### config.mk
export PLATFORM = sky130hd
export DESIGN_NAME = day3_byte_decoder
export DESIGN_NICKNAME = d
export VERILOG_FILES = /design/src/rtl/day3_pkg.sv /design/src/rtl/day3_byte_decoder.sv
export SDC_FILE = /design/constraint.sdc
export NUM_CORES = 1
export LEC_CHECK = 0
export CAP_MARGIN = 20
export CORE_AREA = 5 5 80 82
export DETAILED_ROUTE_END_ITERATION = 10
export DIE_AREA = 0 0 85 87
export MAX_ROUTING_LAYER = met4
export PLACE_DENSITY = 0.61
export SKIP_LAST_GASP = 1
export SLEW_MARGIN = 0
export SYNTH_ARGS = -nofsm -noshare
export SYNTH_HDL_FRONTEND = slang
export SYNTH_SLANG_ARGS = --single-unit
### constraint.sdc
create_clock -name clock -period 2.35 [get_ports clock]
set_input_delay 0.3525 -clock clock [delete_from_list [all_inputs] [get_ports clock]]
set_output_delay 0.3525 -clock clock [all_outputs]
set_load 0.1 [all_outputs]
### src/rtl/day3_pkg.sv
// Shared day-3 definitions: ASCII codes and decoder state encoding,
// reused by the byte decoder, later engine stages and their benches.
package day3_pkg;

  localparam logic [7:0] ASCII_0  = 8'h30;
  localparam logic [7:0] ASCII_9  = 8'h39;
  localparam logic [7:0] ASCII_LF = 8'h0A;
  localparam logic [7:0] ASCII_CR = 8'h0D;

  typedef enum logic [1:0] {
    ST_RUN,
    ST_PEND_EOL,
    ST_DONE
  } dec_state_t;

  function automatic logic is_ascii_digit(input logic [7:0] b);
    return (b >= ASCII_0) && (b <= ASCII_9);
  endfunction

endpackage

### src/rtl/day3_byte_decoder.sv
// Day-3 byte decoder: turns an ASCII valid/ready byte stream into registered
// digit / end_of_line pulses, tracks line count, flags bad input, signals done.
module day3_byte_decoder
  import day3_pkg::*;
#(
  parameter int unsigned LINE_W          = 16,
  parameter int unsigned MAX_LINE_DIGITS = 255
) (
  input  logic              clock,
  input  logic              clear,
  input  logic [7:0]        in_data,
  input  logic              in_valid,
  input  logic              in_last,
  output logic              in_ready,
  output logic [3:0]        digit,
  output logic              digit_valid,
  output logic              end_of_line,
  output logic              done,
  output logic              error,
  output logic [LINE_W-1:0] line_count
);

  localparam int unsigned    LEN_W   = $clog2(MAX_LINE_DIGITS + 2);
  localparam logic [LEN_W-1:0] LEN_MAX = LEN_W'(MAX_LINE_DIGITS);
  localparam logic [LEN_W-1:0] LEN_SAT = LEN_W'(MAX_LINE_DIGITS + 1);

  dec_state_t        r_state;
  logic              r_ready;
  logic [3:0]        r_digit;
  logic              r_digit_valid;
  logic              r_eol;
  logic              r_done;
  logic              r_error;
  logic [LINE_W-1:0] r_line_count;
  logic [LEN_W-1:0]  r_len;

  logic             w_accept;
  logic             w_is_digit;
  logic             w_is_lf;
  logic             w_is_cr;
  logic             w_is_bad;
  logic [LEN_W-1:0] w_len_inc;
  logic             w_close_line;

  always_comb begin
    w_accept   = in_valid & r_ready;
    w_is_digit = is_ascii_digit(in_data);
    w_is_lf    = (in_data == ASCII_LF);
    w_is_cr    = (in_data == ASCII_CR);
    w_is_bad   = ~w_is_digit & ~w_is_lf & ~w_is_cr;
    w_len_inc  = (r_len == LEN_SAT) ? r_len : r_len + 1'b1;
    // Any non-digit final byte closes an open line just like LF does.
    w_close_line = w_accept & ~w_is_digit & (r_len != '0) & (w_is_lf | in_last);
  end

  always_ff @(posedge clock) begin
    if (clear) begin
      r_state       <= ST_RUN;
      r_ready       <= 1'b0;
      r_digit       <= '0;
      r_digit_valid <= 1'b0;
      r_eol         <= 1'b0;
      r_done        <= 1'b0;
      r_error       <= 1'b0;
      r_line_count  <= '0;
      r_len         <= '0;
    end else begin
      r_digit_valid <= 1'b0;
      r_eol         <= 1'b0;
      case (r_state)
        ST_RUN: begin
          r_ready <= 1'b1;
          if (w_accept) begin
            if (w_is_digit) begin
              r_digit       <= 4'(in_data - ASCII_0);
              r_digit_valid <= 1'b1;
              r_len         <= w_len_inc;
              if (w_len_inc > LEN_MAX) r_error <= 1'b1;
              if (in_last) begin
                r_state <= ST_PEND_EOL;
                r_ready <= 1'b0;
              end
            end else begin
              if (w_is_bad) r_error <= 1'b1;
              if (w_close_line) begin
                r_eol        <= 1'b1;
                r_line_count <= r_line_count + 1'b1;
                r_len        <= '0;
              end
              if (in_last) begin
                r_state <= ST_DONE;
                r_ready <= 1'b0;
              end
            end
          end
        end
        // Final digit was just emitted; its eol must follow one cycle later.
        ST_PEND_EOL: begin
          r_ready      <= 1'b0;
          r_eol        <= 1'b1;
          r_line_count <= r_line_count + 1'b1;
          r_len        <= '0;
          r_state      <= ST_DONE;
        end
        ST_DONE: begin
          r_ready <= 1'b0;
          r_done  <= 1'b1;
        end
        default: begin
          r_ready <= 1'b0;
          r_state <= ST_RUN;
        end
      endcase
    end
  end

  assign in_ready    = r_ready;
  assign digit       = r_digit;
  assign digit_valid = r_digit_valid;
  assign end_of_line = r_eol;
  assign done        = r_done;
  assign error       = r_error;
  assign line_count  = r_line_count;

endmodule

==> metrics.txt, run 1 <==
status=complete, no violations; hold path startpoint=error$_SDFFE_PP0P_; Hold Buf Count CTS=0; post-CTS sizing=0; worst-skew pair later-pin latency=just under 0.3 ns; predominant post-synthesis flop cell=dfxtp_1; H-tree depth reported by CTS=2; post-synth cell types=43; total I/O pin count=37; share of layout cells above drive strength 1=0.223; DP HPWL=approximately 3500 um; Worst EP required=2.53 ns; post-synthesis async set-or-reset flop share=0; synth top area cells=dfxtp_1 (38%), a21oi_1 (6.1%), nor2_1 (4.8%); initial antenna violation count=0; Synth top area share=0.383; reg2reg end=line_count[15]$_SDFFE_PP0P_; DP Area=2380 um^2; Ys Warns=0; Post-synth EDFFs=0; Post-Syn Nets=roughly 250; Seq cells post-synth=36; P&R area growth vs syn=31.4%; Max transition margin=0.670; slowest CP cell=clkdlybuf4s50_1; Final Max Slew Viols=0; Antenna Cells=0; synthesized cell area=1880 um^2; Synth area leader=dfxtp_1; Worst Path Arrival=2.35 ns; GP Congestion=0.852; initial core utilization=0.331; number of nets with antenna violations after routing=0; Mapped Cells=233; Die Span Y=87 um; post-CTS setup buffer count=0; Avg Cell Area, Syn=8.07 um^2; TritonCTS clock tree=done; critical path class=in -> reg; design area=2470 um^2; Crit path max-delay family=buffers and inverters; Final min period=2.17 ns; Via Count=1854; final worst-path cycle share=0.922; RSZ-0062 raised after global routing=no; Clock Skews=~0.0073 ns; maximum clock rate=461 MHz; worst-path cell chain=clkdlybuf4s50_1, nor4b_2, a311o_1, o2111ai_2, buf_12, nor4_1, mux2_2; sequential fraction of the synthesis area=0.383; met3 Use GR=0.0284; # port buffers=36; Die X=85 um; first-pass GRT wire length=8040 um; Register-to-Register Setup Slack=0.25 ns; Worst setup EP type=flop; met2 Use GR=0.227; GRT Max-Usage Layer=met2; setup violators final=0; reg-to-reg startpoint=r_len[0]$_SDFFE_PP0P_; Via density=5.18; worst hold path depth=2; DP Worst Slack=-0.128 ns; clock buffer depth=2; fin nets=298; Starting DRT DRC Count=between 80 and 90; total die area=~7400 um^2; total gr overflow=0; root buf cell=clkbuf_8; critical path peak fanout=15; CP Buf/Inv Count=2; max_cap viols=0; All-Layer GR Usage=0.138; row cnt=28; total core area=5680 um^2; CTS Sinks=36; hold path endpoint=error$_SDFFE_PP0P_; M1 GR Usage=0.169; placed cell count=350; Hold Path Class=reg -> reg; number of global-route vias before repair=1792; routed wire length=~4800 um; DR WL/cell=between 10 and 15 um; Fin. Hold Viols=0; static leakage=0.915 nW; Max VDD drop=about 320 uV; # DRC=0; fillers=around 590; Clock transition at path regs=approximately 0.080 ns; Max stage delay on crit path=between 0.5 and 0.6 ns; PwrDens=489 nW/um^2; DRT Pass-1 Iters=4; r2r worst-path depth=8; critical path launch point type=input pin; Core Util, Final=0.435; Power Total=1.21 mW; largest net degree at the start of global routing=35; final critical-path setup slack=0.182 ns; worst slew pin tran=0.488 ns; Final Non-Filler Cells=about 360; total CTS buffers=5
[Yosys cell counts (all sizes together) (2+ instances only)]
| library cell | n |
|---|---|
| nand3 | 12 |
| inv | 6 |
| buf | 4 |
| nand3b | 5 |
| a21oi | 23 |
| ha | 4 |
| or4 | 6 |
| o31ai | 6 |
| clkbuf | 6 |
| mux2i | 7 |
| and2 | 6 |
| nand4 | 2 |
| mux2 | 2 |
| o21ai | 13 |
| dfxtp | 36 |
| a211oi | 6 |
| or3 | 8 |
| nor2b | 4 |
| nor4b | 3 |
| nor4 | 2 |
| nand2 | 21 |
| nor2 | 24 |
| xor2 | 3 |
| or2 | 2 |
| and4 | 2 |
| nor3 | 7 |
[cell usage in the layout (no fill, tap or decap), types with 2 or more instances in the layout]
| master | n |
|---|---|
| or4_1 | 6 |
| nor4_1 | 2 |
| nor4b_1 | 2 |
| clkbuf_8 | 6 |
| nor2b_1 | 4 |
| buf_4 | 40 |
| and2_1 | 5 |
| or3_1 | 8 |
| clkinv_2 | 2 |
| a211oi_1 | 6 |
| ha_1 | 4 |
| o21ai_0 | 12 |
| a21oi_1 | 23 |
| xor2_1 | 3 |
| nand3_1 | 12 |
| o31ai_1 | 6 |
| mux2i_1 | 7 |
| and4_1 | 2 |
| or2_2 | 2 |
| nand3b_1 | 5 |
| nor2_1 | 24 |
| nand4_1 | 2 |
| dfxtp_2 | 6 |
| nand2_1 | 21 |
| mux2_2 | 2 |
| inv_1 | 6 |
| nor3_1 | 7 |
| dfxtp_1 | 30 |
| clkdlybuf4s50_1 | 11 |
[kinds of logic (layout without fill, tap and decap cells)]
group | Yosys count | in the layout | share of synthesized area
adder cells (fa/ha/maj) | 4 | 4 | 0.0266
XOR/XNOR | 4 | 4 | 0.0186
AND/OR/NAND/NOR | 108 | 108 | 0.308
AO/OA/AOI/OAI | 56 | 56 | 0.180
flip-flops | 36 | 36 | 0.383
buffers and inverters | 16 | 66 | 0.0339
multiplexers | 9 | 9 | 0.0493
[state kept, by name, indices dropped and copies added, names as in the netlist, 2 cells and up]
signal	cells
r_state	2
r_len	9
digit	4
line_count	16
[worst register-to-register path, stage by stage (launching register included)]
cell       delay, ns
dfxtp_1         0.41
inv_1           0.11
ha_1            0.19
nor4b_1         0.16
nand3_1         0.11
o2111ai_2       0.16
buf_12          0.18
nor4_1          0.31
mux2_2          0.36
[power breakdown]
group | internal, mW | switching, mW | total [mW]
registers | 0.615 | 0.00410 | 0.619
logic | 0.0441 | 0.0748 | 0.119
clock network | 0.234 | 0.235 | 0.469
total | 0.894 | 0.314 | 1.21
[cell type report]
class                      instances  area, um^2  area share
multi-input combinational        181        1100       0.446
tap                               75        93.8      0.0380
clock inverter                     2        10.0     0.00405
timing repair buffer              52         430       0.174
sequential                        36         728       0.295
clock buffer                       6        82.6      0.0335
inverter                           6        22.5     0.00912
[per-stage QoR]
step                hold slack, ns  TNS, ns
global placement             0.461   -0.511
detailed placement           0.463   -0.858
floorplan                    0.437        0
global route                 0.505        0
CTS                          0.487        0
finish                       0.481        0
[how the worst max path moves through the flow]
stage               slack [ns]                          end  depth (start not counted)                  startpoint
finish                    0.18  line_count[15]$_SDFFE_PP0P_                          7                  in_data[3]
floorplan                 0.05  line_count[15]$_SDFFE_PP0P_                          5  line_count[2]$_SDFFE_PP0P_
CTS                       0.18  line_count[15]$_SDFFE_PP0P_                          7                  in_data[3]
global route              0.03   line_count[8]$_SDFFE_PP0P_                          8                  in_data[3]
detailed placement       -0.13  line_count[15]$_SDFFE_PP0P_                          7                  in_data[3]
global placement          -0.1  line_count[15]$_SDFFE_PP0P_                          7                  in_data[3]
[metal layers]
metal | up-vias | share of wire
met2 | 40 | 0.48
met4 | 0 | 0.0057
met5 | - | 0
met3 | 5 | 0.037
met1 | 860 | 0.47
li1 | 949 | -
Note: power is estimated with default switching activity, not from simulation.
==> inputs of run 2 (changes only) <==
--- a/config.mk
+++ b/config.mk
@@ -6,11 +6,12 @@
 export NUM_CORES = 1
 export LEC_CHECK = 0
 export CAP_MARGIN = 20
-export CORE_AREA = 5 5 80 82
+export CORE_AREA = 10 10 85 87
 export DETAILED_ROUTE_END_ITERATION = 10
-export DIE_AREA = 0 0 85 87
+export DIE_AREA = 0 0 95 97
 export MAX_ROUTING_LAYER = met4
 export PLACE_DENSITY = 0.61
+export SKIP_CTS_REPAIR_TIMING = 1
 export SKIP_LAST_GASP = 1
 export SLEW_MARGIN = 0
 export SYNTH_ARGS = -nofsm -noshare
==> run 2 against run 1 <==
Sequential power about the same. First-iteration DRC count up 57%. Critical path type unchanged. Register-to-register slack worse by 0.04 ns.
==> metrics.txt, run 2 (synthesis gave the netlist of run 1 again) <==
status=complete, no violations; static leakage=approximately 0.90 nW; register share of total power=0.519; Via Count=about 1800; # DRC=0; Clock Skews=0.00593 ns; All-Layer GR Usage=0.104; Die X=around 95 um; Worst setup EP type=flop; Hold Path Class=reg -> reg; Clock transition at path regs=0.07 ns; worst-skew pair later-pin latency=about 0.28 ns; largest net degree at the start of global routing=35; DP HPWL=3610 um; critical path class=in -> reg; max_cap viols=0; setup violators final=0; critical path peak fanout=20; GP Congestion=~0.86; Worst Path Arrival=2.35 ns; total I/O pin count=37; final worst-path cycle share=0.926; Core Util, Final=0.450; fin nets=297; PwrDens=485 nW/um^2; TritonCTS clock tree=done; Antenna Cells=0; maximum clock rate=460 MHz; routed wire length=4810 um; final critical-path setup slack=~0.17 ns; total gr overflow=0; number of nets with antenna violations after routing=0; Largest register FFs=16; initial antenna violation count=0; total die area=9220 um^2; Final Max Slew Viols=0; Register-to-Register Setup Slack=0.21 ns; Fin. Hold Viols=0; DRT Pass-1 Iters=4; Int Pwr=899 uW; first-pass GRT wire length=7890 um; row cnt=27; CTS Sinks=36; Logic pwr share=0.100; Starting DRT DRC Count=137; Die Span Y=97 um; # port buffers=36; P&R area growth vs syn=31.2%; commonest non-fill, non-tap cells in the layout=buf_4 (39), dfxtp_1 (30), nor2_1 (24); root buf cell=clkbuf_8; Max transition margin=0.662; fillers=585; P_sw=296 uW; power share of the clock group=0.381; number of global-route vias before repair=1665; Worst EP required=2.52 ns; Max VDD drop=around 320 uV; most common cell after layout, fill and taps aside=buf_4; DP Area=about 2400 um^2; initial core utilization=0.343; worst slew pin tran=approximately 0.50 ns; share of layout cells above drive strength 1=0.220; Via density=5.17; critical path launch point type=input pin; design area=2460 um^2; Final min period=about 2.2 ns; multi-input logic area=1110 um^2; clock buffer depth=2; H-tree depth reported by CTS=2; DP Worst Slack=-0.161 ns; Sw Ratio=0.248; DR WL/cell=between 10 and 15 um; total core area=roughly 5500 um^2; total CTS buffers=5; register area=around 730 um^2
[run 2: final timing paths]
path                         start                           to  cells after the start
max                     in_data[2]  line_count[11]$_SDFFE_PP0P_                      7
min             error$_SDFFE_PP0P_           error$_SDFFE_PP0P_                      2
max reg2reg  r_len[0]$_SDFFE_PP0P_  line_count[11]$_SDFFE_PP0P_                      8
min reg2reg     error$_SDFFE_PP0P_           error$_SDFFE_PP0P_                      2
[run 2: power groups by stage]
stage	Combinational (mW)	Sequential, mW	Clock, mW
floorplan	0.0360	0.666	0
global placement	0.121	0.634	0
detailed placement	0.120	0.634	0
CTS	0.121	0.620	0.470
global route	0.128	0.621	0.489
finish	0.120	0.620	0.455
[run 2: stage by stage]
step | total power, mW | hold slack (ns) | std cells | setup TNS (ns)
floorplan | 0.702 | 0.437 | 233 | 0
global placement | 0.754 | 0.461 | 346 | -0.358
detailed placement | 0.754 | 0.472 | 346 | -0.709
CTS | 1.21 | 0.487 | 354 | 0
global route | 1.24 | 0.521 | 354 | -0.00262
finish | 1.19 | 0.476 | 354 | 0
[run 2: critical path, cell delays in order]
cell and delay [ns]:
clkdlybuf4s50_1 0.43, nor4b_2 0.32, a311o_1 0.23, o2111ai_2 0.15, buf_12 0.19, nor4_1 0.29
mux2_2 0.37
[run 2: layer usage]
metal	wire length, um	GRT usage	vias up
li1	-	-	943
met1	2480	0.144	837
met2	2040	0.145	47
met3	255	0.0308	4
met4	30	0.0240	0
met5	0	-	-
[run 2: cell type report]
cell class	count	share of cell area
clock buffers	7	0.0350
clock inverters	1	0.00305
inverters	6	0.00914
multi-input cells	181	0.449
flip-flops and latches	36	0.295
well taps	72	0.0365
repair buffers	51	0.172
==> inputs of run 3 (changes only) <==
--- a/config.mk
+++ b/config.mk
@@ -5,10 +5,11 @@
 export SDC_FILE = /design/constraint.sdc
 export NUM_CORES = 1
 export LEC_CHECK = 0
+export ABC_AREA = 1
 export CAP_MARGIN = 20
-export CORE_AREA = 10 10 85 87
+export CORE_AREA = 10 10 90 92
 export DETAILED_ROUTE_END_ITERATION = 10
-export DIE_AREA = 0 0 95 97
+export DIE_AREA = 0 0 100 102
 export MAX_ROUTING_LAYER = met4
 export PLACE_DENSITY = 0.61
 export SKIP_CTS_REPAIR_TIMING = 1
==> run 3 against run 2 <==
Routed wire length is 9.2% higher. Total power rose by 25%. First-iteration DRC count is 32% lower. Clock power grew 17%. Setup slack better by 0.43 ns.
==> metrics.txt, run 3 <==
mux share of post-synthesis cell area=0; PwrDens=566 nW/um^2; CP Buf/Inv Count=2; final critical-path setup slack=0.606 ns; DP Worst Slack=0.291 ns; Starting DRT DRC Count=just over 90; Clock Skews=about 0.0017 ns; Post-synth EDFFs=0; Worst EP required=2.53 ns; Worst Path Arrival=1.93 ns; post-synthesis async set-or-reset flop share=0; GP Congestion=0.875; Seq cells post-synth=36; sequential fraction of the synthesis area=0.332; CTS Sinks=36; All-Layer GR Usage=0.110; initial core utilization=0.346; Final Max Slew Viols=0; critical path class=in -> reg; Adder-Cell Fraction of Synth Area=0.0230; Crit path max-delay family=simple AND/OR/NAND/NOR gates; largest net degree at the start of global routing=21; H-tree depth reported by CTS=2; setup TNS=0 ns; total CTS buffers=5; total core area=roughly 6300 um^2; fillers=648; TritonCTS clock tree=done; total gr overflow=0; design area=2640 um^2; # port buffers=36; row cnt=29; top-count cell post-synth=nand2_1; post-synthesis simple-gate area fraction=0.401; Core Util, Final=0.420; routed wire length=5250 um; main combinational cell family by area after synthesis=simple AND/OR/NAND/NOR gates; P&R area growth vs syn=21.2%; Via Count=2060; Clock transition at path regs=roughly 0.07 ns; worst-skew pair later-pin latency=slightly below 0.3 ns; critical path launch point type=input pin; number of nets with antenna violations after routing=0; Synth top area share=0.332; DR WL/cell=12.1 um; most common cell after layout, fill and taps aside=nand2_1; Worst setup EP type=flop; Final Non-Filler Cells=434; RSZ-0062 raised after global routing=no; first-pass GRT wire length=9180 um; total I/O pin count=37; Most common cell on crit path=nor2_1; Largest register FFs=16; Post-Synth XOR/XNOR Area=0.0645; Max transition margin=0.664; final worst-path cycle share=0.742; maximum clock rate=573 MHz; Final min period=1.74 ns; total die area=10200 um^2; Mapped Cells=approximately 320; predominant post-synthesis flop cell=dfxtp_1; Hold Path Class=reg -> reg; clock buffer depth=2; slowest CP cell=clkdlybuf4s50_1; Die X=100 um; Max stage delay on crit path=0.53 ns; DRT Pass-1 Iters=4; Antenna Cells=0; Via density=4.75; share of layout cells above drive strength 1=0.204; Ys Warns=0; status=complete, no violations; post-synthesis compound-gate area fraction=0.0956; placed cell count=426; fin nets=372; Max VDD drop=478 uV; post-synth cell types=31; top cells by count, synth=nand2_1 (60), nor2_1 (59), dfxtp_1 (36), nand3_1 (30), inv_1 (28); initial antenna violation count=0; worst slew pin tran=0.503 ns; Avg Cell Area, Syn=6.83 um^2; DP Area=2530 um^2; max_cap viols=0; # DRC=0; Die Span Y=between 100 and 150 um; Synth area leader=dfxtp_1; worst-path cell chain=clkdlybuf4s50_1, nand2_1, nor3_2, or2_4, nand4_4, nand2_4, inv_1, nor2_1, nor2_1; synth top area cells=dfxtp_1 (33%), nand2_1 (10%), nor2_1 (10%); root buf cell=clkbuf_8; static leakage=between 1 and 1.5 nW; critical path peak fanout=18; setup violators final=0; Post-Syn Nets=334; synthesized cell area=2170 um^2; number of global-route vias before repair=2022; DP HPWL=3990 um; Fin. Hold Viols=0; commonest non-fill, non-tap cells in the layout=nand2_1 (60), nor2_1 (59), dfxtp_1 (36)
[run 3: changes by cell type after synthesis, sizes merged, moves of 7 or more]
cell / before / now
nand3: 12 / 31
nand2: 21 / 74
nor2: 24 / 65
xor2: 3 / 12
mux2i: 7 / 0
or3: 8 / 0
inv: 6 / 33
[run 3: metal layers]
| metal | up-vias | GRT usage | share of wire |
|---|---|---|---|
| met5 | - | - | 0 |
| li1 | 1089 | - | - |
| met2 | 26 | 0.177 | 0.47 |
| met4 | 0 | 0.0554 | 0.023 |
| met1 | 933 | 0.131 | 0.49 |
| met3 | 12 | 0.0182 | 0.020 |
[run 3: logic make-up (layout without fill, tap and decap cells)]
group	after synthesis	after routing
simple gates	187	187
buf+inv	41	80
flops	36	36
compound gates	34	34
xor+xnor	16	16
fa+ha+maj	4	4
[run 3: power breakdown]
group          leakage (nW)  total (mW)  switching [mW]  internal, mW
logic                 0.753       0.298           0.208        0.0906
registers             0.291       0.660          0.0261         0.634
clock network        0.0552       0.534           0.219         0.315
[run 3: final timing paths]
kind                                                  from                           to  slack, ns  cells after the start
worst max-delay path                            in_data[3]   line_count[1]$_SDFFE_PP0P_       0.61                      9
worst min-delay path                    error$_SDFFE_PP0P_           error$_SDFFE_PP0P_       0.47                      2
worst min register to register          error$_SDFFE_PP0P_           error$_SDFFE_PP0P_       0.47                      2
worst max register to register  line_count[0]$_SDFFE_PP0P_  line_count[12]$_SDFFE_PP0P_       0.61                      6
[run 3: worst reg2reg max path, cell delays in order (launching register included)]
cell and delay (ns):
dfxtp_1 0.44, ha_1 0.29, nand3_1 0.18, nor4_1 0.39
xor2_1 0.19, nand2_1 0.07, a21oi_1 0.12
[run 3: layout make-up]
class / count / area [um^2] / area share
clock buffer: 6 / 72.6 / 0.0275
clock inverter: 2 / 35.0 / 0.0133
inverter: 34 / 128 / 0.0484
multi-input combinational: 241 / 1270 / 0.482
sequential: 36 / 721 / 0.274
tap: 77 / 96.3 / 0.0366
timing repair buffer: 38 / 313 / 0.119
[run 3: stage by stage]
stage	hold WS (ns)	power (mW)
floorplan	0.495	0.903
global placement	0.449	0.967
detailed placement	0.459	0.971
CTS	0.472	1.51
global route	0.502	1.57
finish	0.467	1.49
